<file path="src/rtl/plugin_gray_packer_pkg.sv">
// Shared lane geometry and FIFO entry type for the gray byte packer.
package RS5_pkg;
  localparam int GRAY_LANES    = 4;
  localparam int GRAY_BYTE_MSB = 31;
  localparam int LANE_W        = 8;

  typedef struct packed {
    logic [31:0] word;
    logic [2:0]  nbytes;
  } packed_gray_t;
endpackage

</file>
<file path="src/rtl/plugin_gray_fifo.sv">
// Synchronous FIFO of packed gray words; head is read straight from the storage registers.
module plugin_gray_fifo
  import RS5_pkg::*;
#(
  parameter int DEPTH = 2
) (
  input  logic         clk,
  input  logic         reset_n,
  input  logic         push,
  input  packed_gray_t push_data,
  input  logic         pop,
  output packed_gray_t head,
  output logic         full,
  output logic         empty
);
  localparam int AW = (DEPTH > 1) ? $clog2(DEPTH) : 1;

  packed_gray_t  mem [DEPTH];
  logic [AW-1:0] wr_ptr, rd_ptr;
  logic [AW:0]   count;
  logic          do_push, do_pop;

  assign full    = (count == (AW+1)'(DEPTH));
  assign empty   = (count == '0);
  assign do_push = push & ~full;
  assign do_pop  = pop & ~empty;
  assign head    = mem[rd_ptr];

  always_ff @(posedge clk) begin
    if (do_push) mem[wr_ptr] <= push_data;
  end

  // Power-of-two depth lets the pointers wrap naturally.
  always_ff @(posedge clk or negedge reset_n) begin
    if (!reset_n) begin
      wr_ptr <= '0;
      rd_ptr <= '0;
      count  <= '0;
    end else begin
      if (do_push) wr_ptr <= wr_ptr + AW'(1);
      if (do_pop)  rd_ptr <= rd_ptr + AW'(1);
      count <= count + {{AW{1'b0}}, do_push} - {{AW{1'b0}}, do_pop};
    end
  end
endmodule

</file>
<file path="src/rtl/plugin_gray_packer.sv">
// Packs four gray bytes per 32-bit word into an output FIFO, with flush of partial words.
// Optional binarization of each byte is enabled by defining PLUGIN_GRAY_THRESHOLD_EN.
module plugin_gray_packer
  import RS5_pkg::*;
#(
  parameter int OUT_DEPTH = 2
) (
  input  logic        clk,
  input  logic        reset_n,
  input  logic        in_valid,
  output logic        in_ready,
  input  logic [31:0] gray_pixel,
  input  logic [7:0]  threshold,
  input  logic        flush,
  output logic        out_valid,
  input  logic        out_ready,
  output logic [31:0] out_word,
  output logic [2:0]  out_bytes,
  output logic [15:0] pixel_count,
  output logic        busy,
  output logic        done
);
  logic [1:0]   lane_cnt, lane_nxt;
  logic [31:0]  part_word, part_nxt, new_word;
  logic [2:0]   cnt_after;
  logic [7:0]   lane_byte;
  logic         flush_seen, done_q;
  logic         accept, flush_fire, push, full, empty;
  packed_gray_t push_data, head;

  logic unused_low;
  assign unused_low = ^gray_pixel[GRAY_BYTE_MSB-LANE_W:0];

`ifdef PLUGIN_GRAY_THRESHOLD_EN
  assign lane_byte = (gray_pixel[GRAY_BYTE_MSB -: LANE_W] >= threshold) ? 8'hFF : 8'h00;
`else
  logic unused_thr;
  assign unused_thr = ^threshold;
  assign lane_byte  = gray_pixel[GRAY_BYTE_MSB -: LANE_W];
`endif

  assign in_ready   = ~full;
  assign accept     = in_valid & in_ready;
  assign flush_fire = flush & ~flush_seen & ~full;
  assign cnt_after  = {1'b0, lane_cnt} + {2'b00, accept};

  for (genvar g = 0; g < GRAY_LANES; g++) begin : g_lane
    assign new_word[LANE_W*g +: LANE_W] = (accept && lane_cnt == 2'(g)) ? lane_byte
                                                                          : part_word[LANE_W*g +: LANE_W];
  end

  // A completed word and a flush in the same cycle collapse into one push.
  always_comb begin
    push             = 1'b0;
    lane_nxt         = lane_cnt;
    part_nxt         = part_word;
    push_data.word   = new_word;
    push_data.nbytes = cnt_after;
    if (accept) begin
      lane_nxt = lane_cnt + 2'd1;
      part_nxt = new_word;
    end
    if ((accept && lane_cnt == 2'd3) || (flush_fire && cnt_after != 3'd0)) begin
      push     = 1'b1;
      lane_nxt = 2'd0;
      part_nxt = '0;
    end
  end

  always_ff @(posedge clk or negedge reset_n) begin
    if (!reset_n) begin
      lane_cnt    <= '0;
      part_word   <= '0;
      pixel_count <= '0;
      flush_seen  <= 1'b0;
      done_q      <= 1'b0;
    end else begin
      lane_cnt  <= lane_nxt;
      part_word <= part_nxt;
      done_q    <= flush_fire;
      if (accept) pixel_count <= pixel_count + 16'd1;
      // A held flush is served once; it must drop before it can fire again.
      if (!flush)          flush_seen <= 1'b0;
      else if (flush_fire) flush_seen <= 1'b1;
    end
  end

  plugin_gray_fifo #(.DEPTH(OUT_DEPTH)) u_fifo (
    .clk       (clk),
    .reset_n   (reset_n),
    .push      (push),
    .push_data (push_data),
    .pop       (out_ready & ~empty),
    .head      (head),
    .full      (full),
    .empty     (empty)
  );

  assign out_valid = ~empty;
  assign out_word  = head.word;
  assign out_bytes = head.nbytes;
  assign busy      = (lane_cnt != 2'd0) | ~empty;
  assign done      = done_q;
endmodule

</file>
<file path="config.mk">
export PLATFORM = sky130hd
export DESIGN_NAME = plugin_gray_packer
export DESIGN_NICKNAME = d
export VERILOG_FILES = /design/src/rtl/plugin_gray_packer_pkg.sv /design/src/rtl/plugin_gray_fifo.sv /design/src/rtl/plugin_gray_packer.sv
export SDC_FILE = /design/constraint.sdc
export NUM_CORES = 1
export LEC_CHECK = 0
export ABC_AREA = 1
export CORE_ASPECT_RATIO = 2
export CORE_MARGIN = 4
export CORE_UTILIZATION = 50
export DETAILED_ROUTE_END_ITERATION = 12
export DONT_BUFFER_PORTS = 1
export PLACE_DENSITY = 0.62
export RECOVER_POWER = 50
export SKIP_LAST_GASP = 1
export SLEW_MARGIN = 30
export SYNTH_ARGS = -nofsm -noshare
export SYNTH_HDL_FRONTEND = slang
export SYNTH_SLANG_ARGS = --single-unit
</file>
<file path="constraint.sdc">
create_clock -name clk -period 5.1 [get_ports clk]
set_input_delay 1.02 -clock clk [delete_from_list [all_inputs] [get_ports clk]]
set_output_delay 1.02 -clock clk [all_outputs]
set_load 0.05 [all_outputs]
</file>
==> flow_summary.toml, run 1 <==
[synth]
synthTopCellsByArea = "edfxtp_1 39%, dfrtp_1 26%, nand2_1 13%"
synth_cell_types = 25
synth_compound_gate_area_share_pct = 3.187
yosys.area_share.simple_pct = 20.32
synth_edf_count = 70
netlist_area_um2 = 5418
synth_top_family_by_area = "simple AND/OR/NAND/NOR gates"
yosys-top-cells-count = "186 x nand2_1, 87 x inv_1, 70 x edfxtp_1, 56 x dfrtp_1, 54 x nor2_1"
yosysSeqAreaShare_pct = 64.67
synth-xor-area-share_pct = 1.940
synth_fa_ha_area_share_pct = 1.848
async_flop_share_pct = 44.44
synthMuxAreaShare_pct = 0
syn_inst = 553
synth.top_cell.area_share_pct = 38.80
yosysWarnings = 0
ys_seq_elements = 126
yosys.area.top_type = "edfxtp_1"
postSynthAreaPerCell_um2 = 9.797
yosysMostFrequentCell = "nand2_1"
synth_ff_type = "edfxtp_1"
syn_nets = 606

[worst_setup_path]
rr_worst_depth = 11
rr_endpoint = "u_fifo.mem[1][26]$_DFFE_PP_"
path_max_fanout = 23
cp_cell_sequence = "inv_1 -> nand2_1 -> nand2_1 -> inv_8 -> ha_1 -> ha_1 -> nor2_1 -> nand2_1 -> nand3_1 -> a21boi_4 -> buf_4"
crit_end = "u_fifo.mem[1][26]$_DFFE_PP_"
arrival_ps = 3790
cp_slowest_cell = "a21boi_4"
crit_path_start = "u_fifo.count[0]$_DFF_PN0_"
cp-start-kind = "register"
rrSetupSlack_ps = 1380
worstSetupEndpointType = "register"
critPathKind = "reg -> reg"
cpPeakStageDelay_ps = 580
r2r-start = "u_fifo.count[0]$_DFF_PN0_"
critPathRequiredTime_ps = 5180
cp_common_cell = "nand2_1"

[cells_and_area]
fin_util_pct = 57.67
finish.net_count = 613
syn_to_final_growth_pct = 12.24
drive_above_1_share_pct = 6.806
final_cells = 711

[global_route]
grt_pass1_wl_mm = 17.26
grt_max_degree = 57
track_usage_pct = 18.74
grt_pass1_vias = 3386
grt-ovfl-total = 0
antenna_found_initial = 1

[route]
drt_wl_total_mm = 10.69
drtIter0Drc = 215
drc = 0
firstDrtPassIters = 4
viasPerCell = 4.820
vias = 3427
post_drt_wl_per_cell_um = 15.03
ant_nets = 0

[cts]
hold_buffers = 0
numCtsBuffers = 17
path_clk_slew_ps = 50
cts-root-buf = "clkbuf_16"
post_cts_buffers = 0
post_cts_resized = 0
clockBufferDepth = 2
htree_levels = 4
insertion_delay_ps = 410
cts.sink_count = 126
tritoncts = "done"

[timing]
max_freq_ghz = 0.2691
worst_pin_slew_ps = 770.4
holdWs_ps = 304.2
slew_headroom_pct = 48.46
setup_viol = 0
grt_setup_unrepaired = "false"
skew_ps = 7.367
finalCritPeriodShare_pct = 72.88
tns_ps = 0
finalMaxSlewViolations = 0
hold_viol_final = 0
min_period_ps = 3717

[die]
die_h_um = 155.2
ios = 100
die_w_um = 81.61
die_area_um2 = 12670
start_util_pct = 51.38
core_um2 = 10540
rows = 53

[job]
drv.max_cap_violation_count = 0

[power]
swShare_pct = 43.62
cellInternalPower_uw = 2509
p_clk_share_pct = 25.7
ir_worst_vdd_mv = 0.4432
cellLeakagePower_uw = 0.003009
pwr_density_cell_nw_per_um2 = 731.8
p_comb_share_pct = 36.1
pwr-share-seq_pct = 38.1
p_switching_uw = 1941

[worst_hold_path]
hp-class = "in -> async"

[place]
dp.cells = 678
portBuffers = 0
gp_congestion = 0.8641
dp.final_hpwl_mm = 7.283

[run_status]
status = "finished clean"
how the worst min path moves through the flow:
stage | start | end | slack (ps)
floorplan | flush_seen$_DFFE_PN0P_ | flush_seen$_DFFE_PN0P_ | 470
global placement | flush_seen$_DFFE_PN0P_ | flush_seen$_DFFE_PN0P_ | 480
detailed placement | flush_seen$_DFFE_PN0P_ | flush_seen$_DFFE_PN0P_ | 510
CTS | reset_n | pixel_count[15]$_DFFE_PN0P_ | 290
global route | reset_n | done$_DFF_PN0_ | 280
finish | reset_n | pixel_count[15]$_DFFE_PN0P_ | 300
kinds of logic (layout without fill, tap and decap cells):
family | Yosys count | count (layout)
AO/OA/AOI/OAI | 34 | 34
XOR/XNOR | 12 | 12
adder cells (fa/ha/maj) | 8 | 8
buffers and inverters | 105 | 125
flip-flops | 126 | 126
other | 0 | 1
AND/OR/NAND/NOR | 268 | 268
cell usage in the layout, fill, tap and decap left out, types with 2 or more instances in the layout:
cell	Yosys	final
nand2_1	186	192
inv_1	87	88
edfxtp_1	70	70
dfrtp_1	56	56
nor2_1	54	54
o21ai_0	26	32
clkbuf_16	0	17
nand3_1	11	11
xor2_1	8	8
ha_1	8	8
nand4_1	6	6
clkinv_2	0	5
xnor2_1	4	4
nor3_1	3	3
clkinv_4	0	3
clkinvlp_4	0	3
bufinv_16	0	2
buf_4	0	2
state kept, by name, indices dropped and copies added (netlist names):
register / cells
u_fifo.mem: 70
u_fifo.count: 2
u_fifo.rd_ptr: 1
flush_seen: 1
done: 1
pixel_count: 16
lane_cnt: 2
part_word: 32
u_fifo.wr_ptr: 1
per-layer routing:
layer	track usage, %	vias up	routed length, um
met1	18.45	1595	3796
met4	8.716	0	235
li1	-	1730	-
met5	0	-	0
met2	33.54	86	6004
met3	6.952	16	651
through the flow:
| step | power (uW) | cell area [um^2] | worst slack [ps] |
|---|---|---|---|
| 6_report | 4450 | 6081 | 1383 |
| 5_1_grt | 4727 | 6081 | 1130 |
| 3_3_place_gp | 3314 | 5537 | 1675 |
| 2_1_floorplan | 3109 | 5418 | 130.9 |
| 3_5_place_dp | 3385 | 5564 | 1750 |
| 4_1_cts | 4537 | 6136 | 2051 |
power by group through the flow:
| stage | combinational [uW] | sequential [uW] | clock, uW |
|---|---|---|---|
| global route | 1790 | 1720 | 1220 |
| finish | 1610 | 1700 | 1140 |
| CTS | 1670 | 1700 | 1160 |
| global placement | 1600 | 1710 | 0 |
| detailed placement | 1660 | 1720 | 0 |
| floorplan | 1410 | 1700 | 0 |
worst max-delay path: cells and delay by family (launching register included):
kind | cells | cell delay [ps]
buf+inv | 3 | 620
compound gates | 1 | 580
fa+ha+maj | 2 | 510
flops | 1 | 350
simple gates | 5 | 1300
area by class of cell:
| class | instances | area [um^2] |
|---|---|---|
| fillers | 913 | 4463 |
| flip-flops and latches | 126 | 3503 |
| multi-input cells | 322 | 1444 |
| clock buffers | 17 | 425.4 |
| inverters | 90 | 345.3 |
| well taps | 137 | 171.4 |
| clock inverters | 15 | 146.4 |
| repair buffers | 3 | 42.54 |
| diodes | 1 | 2.502 |
Power figures use the tool's default switching activity.
==> run 2, diff against run 1 <==
clock period = 3.5 ns   (was 5.1 ns; I/O delays follow)
==> flow_summary.toml, run 2 (synthesized netlist as in run 1, its figures left out) <==
[worst_hold_path]
hp-start = "flush"
hold_end = "flush_seen$_DFFE_PN0P_"
min_path_cells = 2
hp-class = "in -> reg"

[timing]
worst_pin_slew_ps = 2586
finalCritPeriodShare_pct = 82.01
hold_viol_final = 0
grt_setup_unrepaired = "false"
min_period_ps = 2870
setup_viol = 0
skew_ps = 5.978
slew_headroom_pct = -72.37
max_freq_ghz = 0.3484
finalMaxSlewViolations = 57

[worst_setup_path]
cp_cell_sequence = "inv_1 -> nand2_4 -> nand2_8 -> inv_8 -> ha_1 -> ha_1 -> nor2_1 -> nand2_1 -> nand3_1 -> a21oi_4 -> buf_4"
worstSetupEndpointType = "register"
cp_slowest_cell = "a21oi_4"
rr_worst_depth = 11
path_buf_inv = 3
arrival_ps = 2980
path_max_fanout = 14
critPathKind = "reg -> reg"
rr_endpoint = "u_fifo.mem[0][30]$_DFFE_PP_"
cpPeakStageDelay_ps = 590
cp-start-kind = "register"
r2r-start = "u_fifo.count[0]$_DFF_PN0_"
critPathRequiredTime_ps = 3610
rrSetupSlack_ps = 630
cpLargestDelayFamily = "simple AND/OR/NAND/NOR gates"
cp_common_cell = "ha_1"

[die]
ios = 100
core_um2 = 10540
die_area_um2 = 12670
start_util_pct = 51.38
die_h_um = 155.2
rows = 53
die_w_um = 81.61

[global_route]
grt_pass1_wl_mm = 17.78
grt-ovfl-total = 0
gr-usage-met2_pct = 34.59
top_usage_layer = "met2"
grt_pass1_vias = 3501
track_usage_pct = 19.30
use_met3_pct = 6.721
grt_max_degree = 57
grt_use_met1_pct = 19.03
antenna_found_initial = 0

[place]
gp_congestion = 0.8227
portBuffers = 0
place_area_um2 = 5572
dp.final_hpwl_mm = 7.449

[route]
drt_wl_total_mm = 10.97
drc = 0
drtIter0Drc = 172
ant_nets = 0
viasPerCell = 4.889
vias = 3486
firstDrtPassIters = 4
post_drt_wl_per_cell_um = 15.39

[cells_and_area]
top_register = "u_fifo.mem"
largest_register_ff_count = 70
finish.net_count = 616
syn_to_final_growth_pct = 14.06
reg_top3 = "u_fifo.mem x70, part_word x32, pixel_count x16"
drive_above_1_share_pct = 6.771
layout_commonest_cell = "nand2_1"
num_antenna_cells = 0
mostFrequentLayoutCells = "190 x nand2_1, 88 x inv_1, 70 x edfxtp_1"
finish.instance_area_um2 = 6180

[power]
cellLeakagePower_uw = 0.003053
ir_worst_vdd_mv = 0.4537
p_comb_share_pct = 35.5
cellInternalPower_uw = 3884
p_switching_uw = 2854
p_clk_share_pct = 27.6
pwr_density_cell_nw_per_um2 = 1090
swShare_pct = 42.36
pwr-share-seq_pct = 36.9
power_uw = 6738

[cts]
cts.sink_count = 126
cts-root-buf = "clkbuf_16"
clockBufferDepth = 2
numCtsBuffers = 17
tritoncts = "done"
insertion_delay_ps = 410
htree_levels = 4
path_clk_slew_ps = 50

[run_status]
violations = "max-capacitance violations, max-slew violations"
status = "finished, violations left"

[job]
drv.max_cap_violation_count = 1
run 2: changes by cell type in the layout (fill, tap and decap cells not counted), sizes merged:
cell and delta:
clkinv -6, bufinv +3, clkbuf +3, buf +2, clkinvlp +1, diode -1, dlymetal6s4s +1, inv -1
run 2: routing by layer:
| layer | share of wire [%] | wire [um] |
|---|---|---|
| met5 | 0 | 0 |
| met1 | 35 | 3823 |
| met4 | 3.2 | 350 |
| met3 | 5.7 | 624 |
| met2 | 56 | 6173 |
run 2: worst max-delay path by stage:
stage	from	end	slack (ps)	cells after the start
2_1_floorplan	in_valid	u_fifo.mem[0][0]$_DFFE_PP_	-220	8
3_3_place_gp	in_valid	u_fifo.mem[0][30]$_DFFE_PP_	660	9
3_5_place_dp	in_valid	u_fifo.mem[0][31]$_DFFE_PP_	620	9
4_1_cts	u_fifo.count[0]$_DFF_PN0_	u_fifo.mem[0][30]$_DFFE_PP_	610	11
5_1_grt	reset_n	part_word[10]$_DFFE_PN0P_	370	1
6_report	u_fifo.count[0]$_DFF_PN0_	u_fifo.mem[0][30]$_DFFE_PP_	630	11
run 2: through the flow:
stage / cells / util, % / hold WS [ps] / setup slack [ps] / setup TNS (ps)
6_report: 713 / 58.61 / 423.0 / 629.6 / 0
5_1_grt: 713 / 58.61 / 411.1 / 372.9 / 0
4_1_cts: 713 / 59.07 / 151.8 / 607.9 / 0
3_5_place_dp: 680 / 52.84 / 406.4 / 618.9 / 0
3_3_place_gp: 680 / 52.84 / 406.8 / 656.6 / 0
2_1_floorplan: 553 / - / 404.4 / -216.4 / -14900
run 2: power by group through the flow:
stage                     Combinational (uW)  Clock (uW)  Sequential [uW]
final                                   2390        1860             2490
after global routing                    2660        1970             2530
after CTS                               2480        1890             2490
after detailed placement                2440           0             2510
after global placement                  2360           0             2490
after floorplan                         2060           0             2470
run 2: timing repair:
item                                   4_1_cts  5_1_grt
endpoints found under the hold margin       56        0
buffers inserted                             0        0
resized for setup                            0        0
hold buffers                                 1        0
run 2: cell type report:
cell class | instances | area (um^2)
Tap cell | 137 | 171.4
Clock buffer | 20 | 436.7
Fill cell | 887 | 4364
Clock inverter | 12 | 192.7
Inverter | 90 | 345.3
Multi-Input combinational cell | 322 | 1468
Sequential cell | 126 | 3503
Timing Repair Buffer | 6 | 62.56
==> run 3, diff against run 2 <==
clock period = 2.85 ns   (was 3.5 ns; I/O delays follow)
==> flow_summary.toml, run 3 (synthesized netlist as in run 1, its figures left out) <==
[run_status]
status = "finished clean"

[global_route]
antenna_found_initial = 0
grt_max_degree = 57
track_usage_pct = 18.38
grt_pass1_wl_mm = 17.13
grt-ovfl-total = 0
grt_pass1_vias = 3462

[die]
die_area_um2 = 12670
core_um2 = 10540
ios = 100
start_util_pct = 51.38
rows = 53
die_h_um = 155.2
die_w_um = 81.61

[timing]
max_freq_ghz = 0.3927
grt_setup_unrepaired = "false"
slew_headroom_pct = 4.853
setup_viol = 0
min_period_ps = 2547
finalMaxSlewViolations = 0
finalCritPeriodShare_pct = 89.35
skew_ps = 5.892
hold_viol_final = 0
worst_pin_slew_ps = 1427

[route]
post_drt_wl_per_cell_um = 14.41
drtIter0Drc = 230
viasPerCell = 4.773
ant_nets = 0
drt_wl_total_mm = 10.54
vias = 3489
drc = 0
firstDrtPassIters = 4

[cts]
cts-root-buf = "clkbuf_16"
post_cts_resized = 0
clockBufferDepth = 2
cts.sink_count = 126
htree_levels = 4
tritoncts = "done"
path_clk_slew_ps = 50
insertion_delay_ps = 410
numCtsBuffers = 17

[place]
dp.final_hpwl_mm = 7.088
gp_congestion = 0.8473
dp.cells = 698
place_area_um2 = 5732
portBuffers = 0

[cells_and_area]
finish.net_count = 634
fill_cells = 901
num_antenna_cells = 0
layout_commonest_cell = "nand2_1"
finish.instance_area_um2 = 6247
reg_top3 = "u_fifo.mem x70, part_word x32, pixel_count x16"
mostFrequentLayoutCells = "190 x nand2_1, 88 x inv_1, 70 x edfxtp_1"
top_register = "u_fifo.mem"
multi_input_area_um2 = 1468
syn_to_final_growth_pct = 15.31
final_cells = 731
drive_above_1_share_pct = 8.923
fin_util_pct = 59.25
regArea_um2 = 3503
largest_register_ff_count = 70

[power]
power_uw = 8188
cellLeakagePower_uw = 0.003107
ir_worst_vdd_mv = 0.6272
pwr_density_cell_nw_per_um2 = 1311

[job]
drv.max_cap_violation_count = 0

[worst_setup_path]
critPathKind = "reg -> reg"
worstSetupEndpointType = "register"
critPathRequiredTime_ps = 2940
path_max_fanout = 35
cp-start-kind = "register"
arrival_ps = 2640
rrSetupSlack_ps = 300

[worst_hold_path]
hp-class = "in -> reg"
-- run 3: cell types whose count changed in the layout (fill, tap and decap cells not counted) --
cell            before  now
buf_12               1    3
buf_4                4   18
bufinv_16            5    2
clkbuf_1             3    7
clkbuf_2             0    1
clkbuf_8             0    1
clkinv_1             2    3
clkinv_2             1    3
clkinvlp_4           4    1
dlymetal6s4s_1       1    0
-- run 3: worst max-delay path, stage by stage (launching register included) --
cell     delay, ps
dfrtp_1        350
inv_1          140
nand2_4        200
nand2_8        160
inv_8           60
ha_1           180
ha_1           310
nor2_1          50
nand2_1         50
nand3_1        220
a21oi_4        260
buf_12         230
-- run 3: area by class of cell --
| type | instances | area share [%] |
|---|---|---|
| Timing Repair Buffer | 24 | 3.325 |
| Tap cell | 137 | 2.744 |
| Clock buffer | 23 | 7.330 |
| Multi-Input combinational cell | 322 | 23.49 |
| Sequential cell | 126 | 56.08 |
| Inverter | 90 | 5.528 |
| Clock inverter | 9 | 1.502 |
-- run 3: layer usage --
layer  vias up  global-route usage [%]  wire length (um)
met5         -                       0                 0
met4         0                   6.973               295
met3        21                   6.663               697
met2        92                   33.19              5701
met1      1606                   18.69              3843
li1       1770                       -                 -
-- run 3: power breakdown --
group / internal [uW] / switching [uW] / total (uW)
Sequential: 2680 / 295 / 2980
Combinational: 738 / 2470 / 3210
Clock: 1290 / 706 / 2000
-- run 3: path summary, 6_finish.rpt --
| kind | start | end | cells past startpoint |
|---|---|---|---|
| max | u_fifo.count[0]$_DFF_PN0_ | u_fifo.mem[0][4]$_DFFE_PP_ | 11 |
| min | flush | flush_seen$_DFFE_PN0P_ | 2 |
| max reg2reg | u_fifo.count[0]$_DFF_PN0_ | u_fifo.mem[0][4]$_DFFE_PP_ | 11 |
| min reg2reg | flush_seen$_DFFE_PN0P_ | flush_seen$_DFFE_PN0P_ | 2 |
| max in group asynchronous | reset_n | part_word[4]$_DFFE_PN0P_ | 1 |
| min in group asynchronous | reset_n | done$_DFF_PN0_ | 1 |
-- run 3: repair_timing --
action	4_1_cts	5_1_grt
hold endpoints to repair	56	0
setup buffers	0	0
hold buffers	1	0
-- run 3: through the flow --
stage / hold WS (ps) / worst slack (ps) / setup TNS (ps)
finish: 291.6 / 303.5 / 0
global route: 293.9 / 195.9 / 0
CTS: 23.74 / 330.9 / 0
detailed placement: 276.4 / 345.5 / 0
global placement: 276.0 / 379.4 / 0
floorplan: 274.4 / -81.17 / -5424
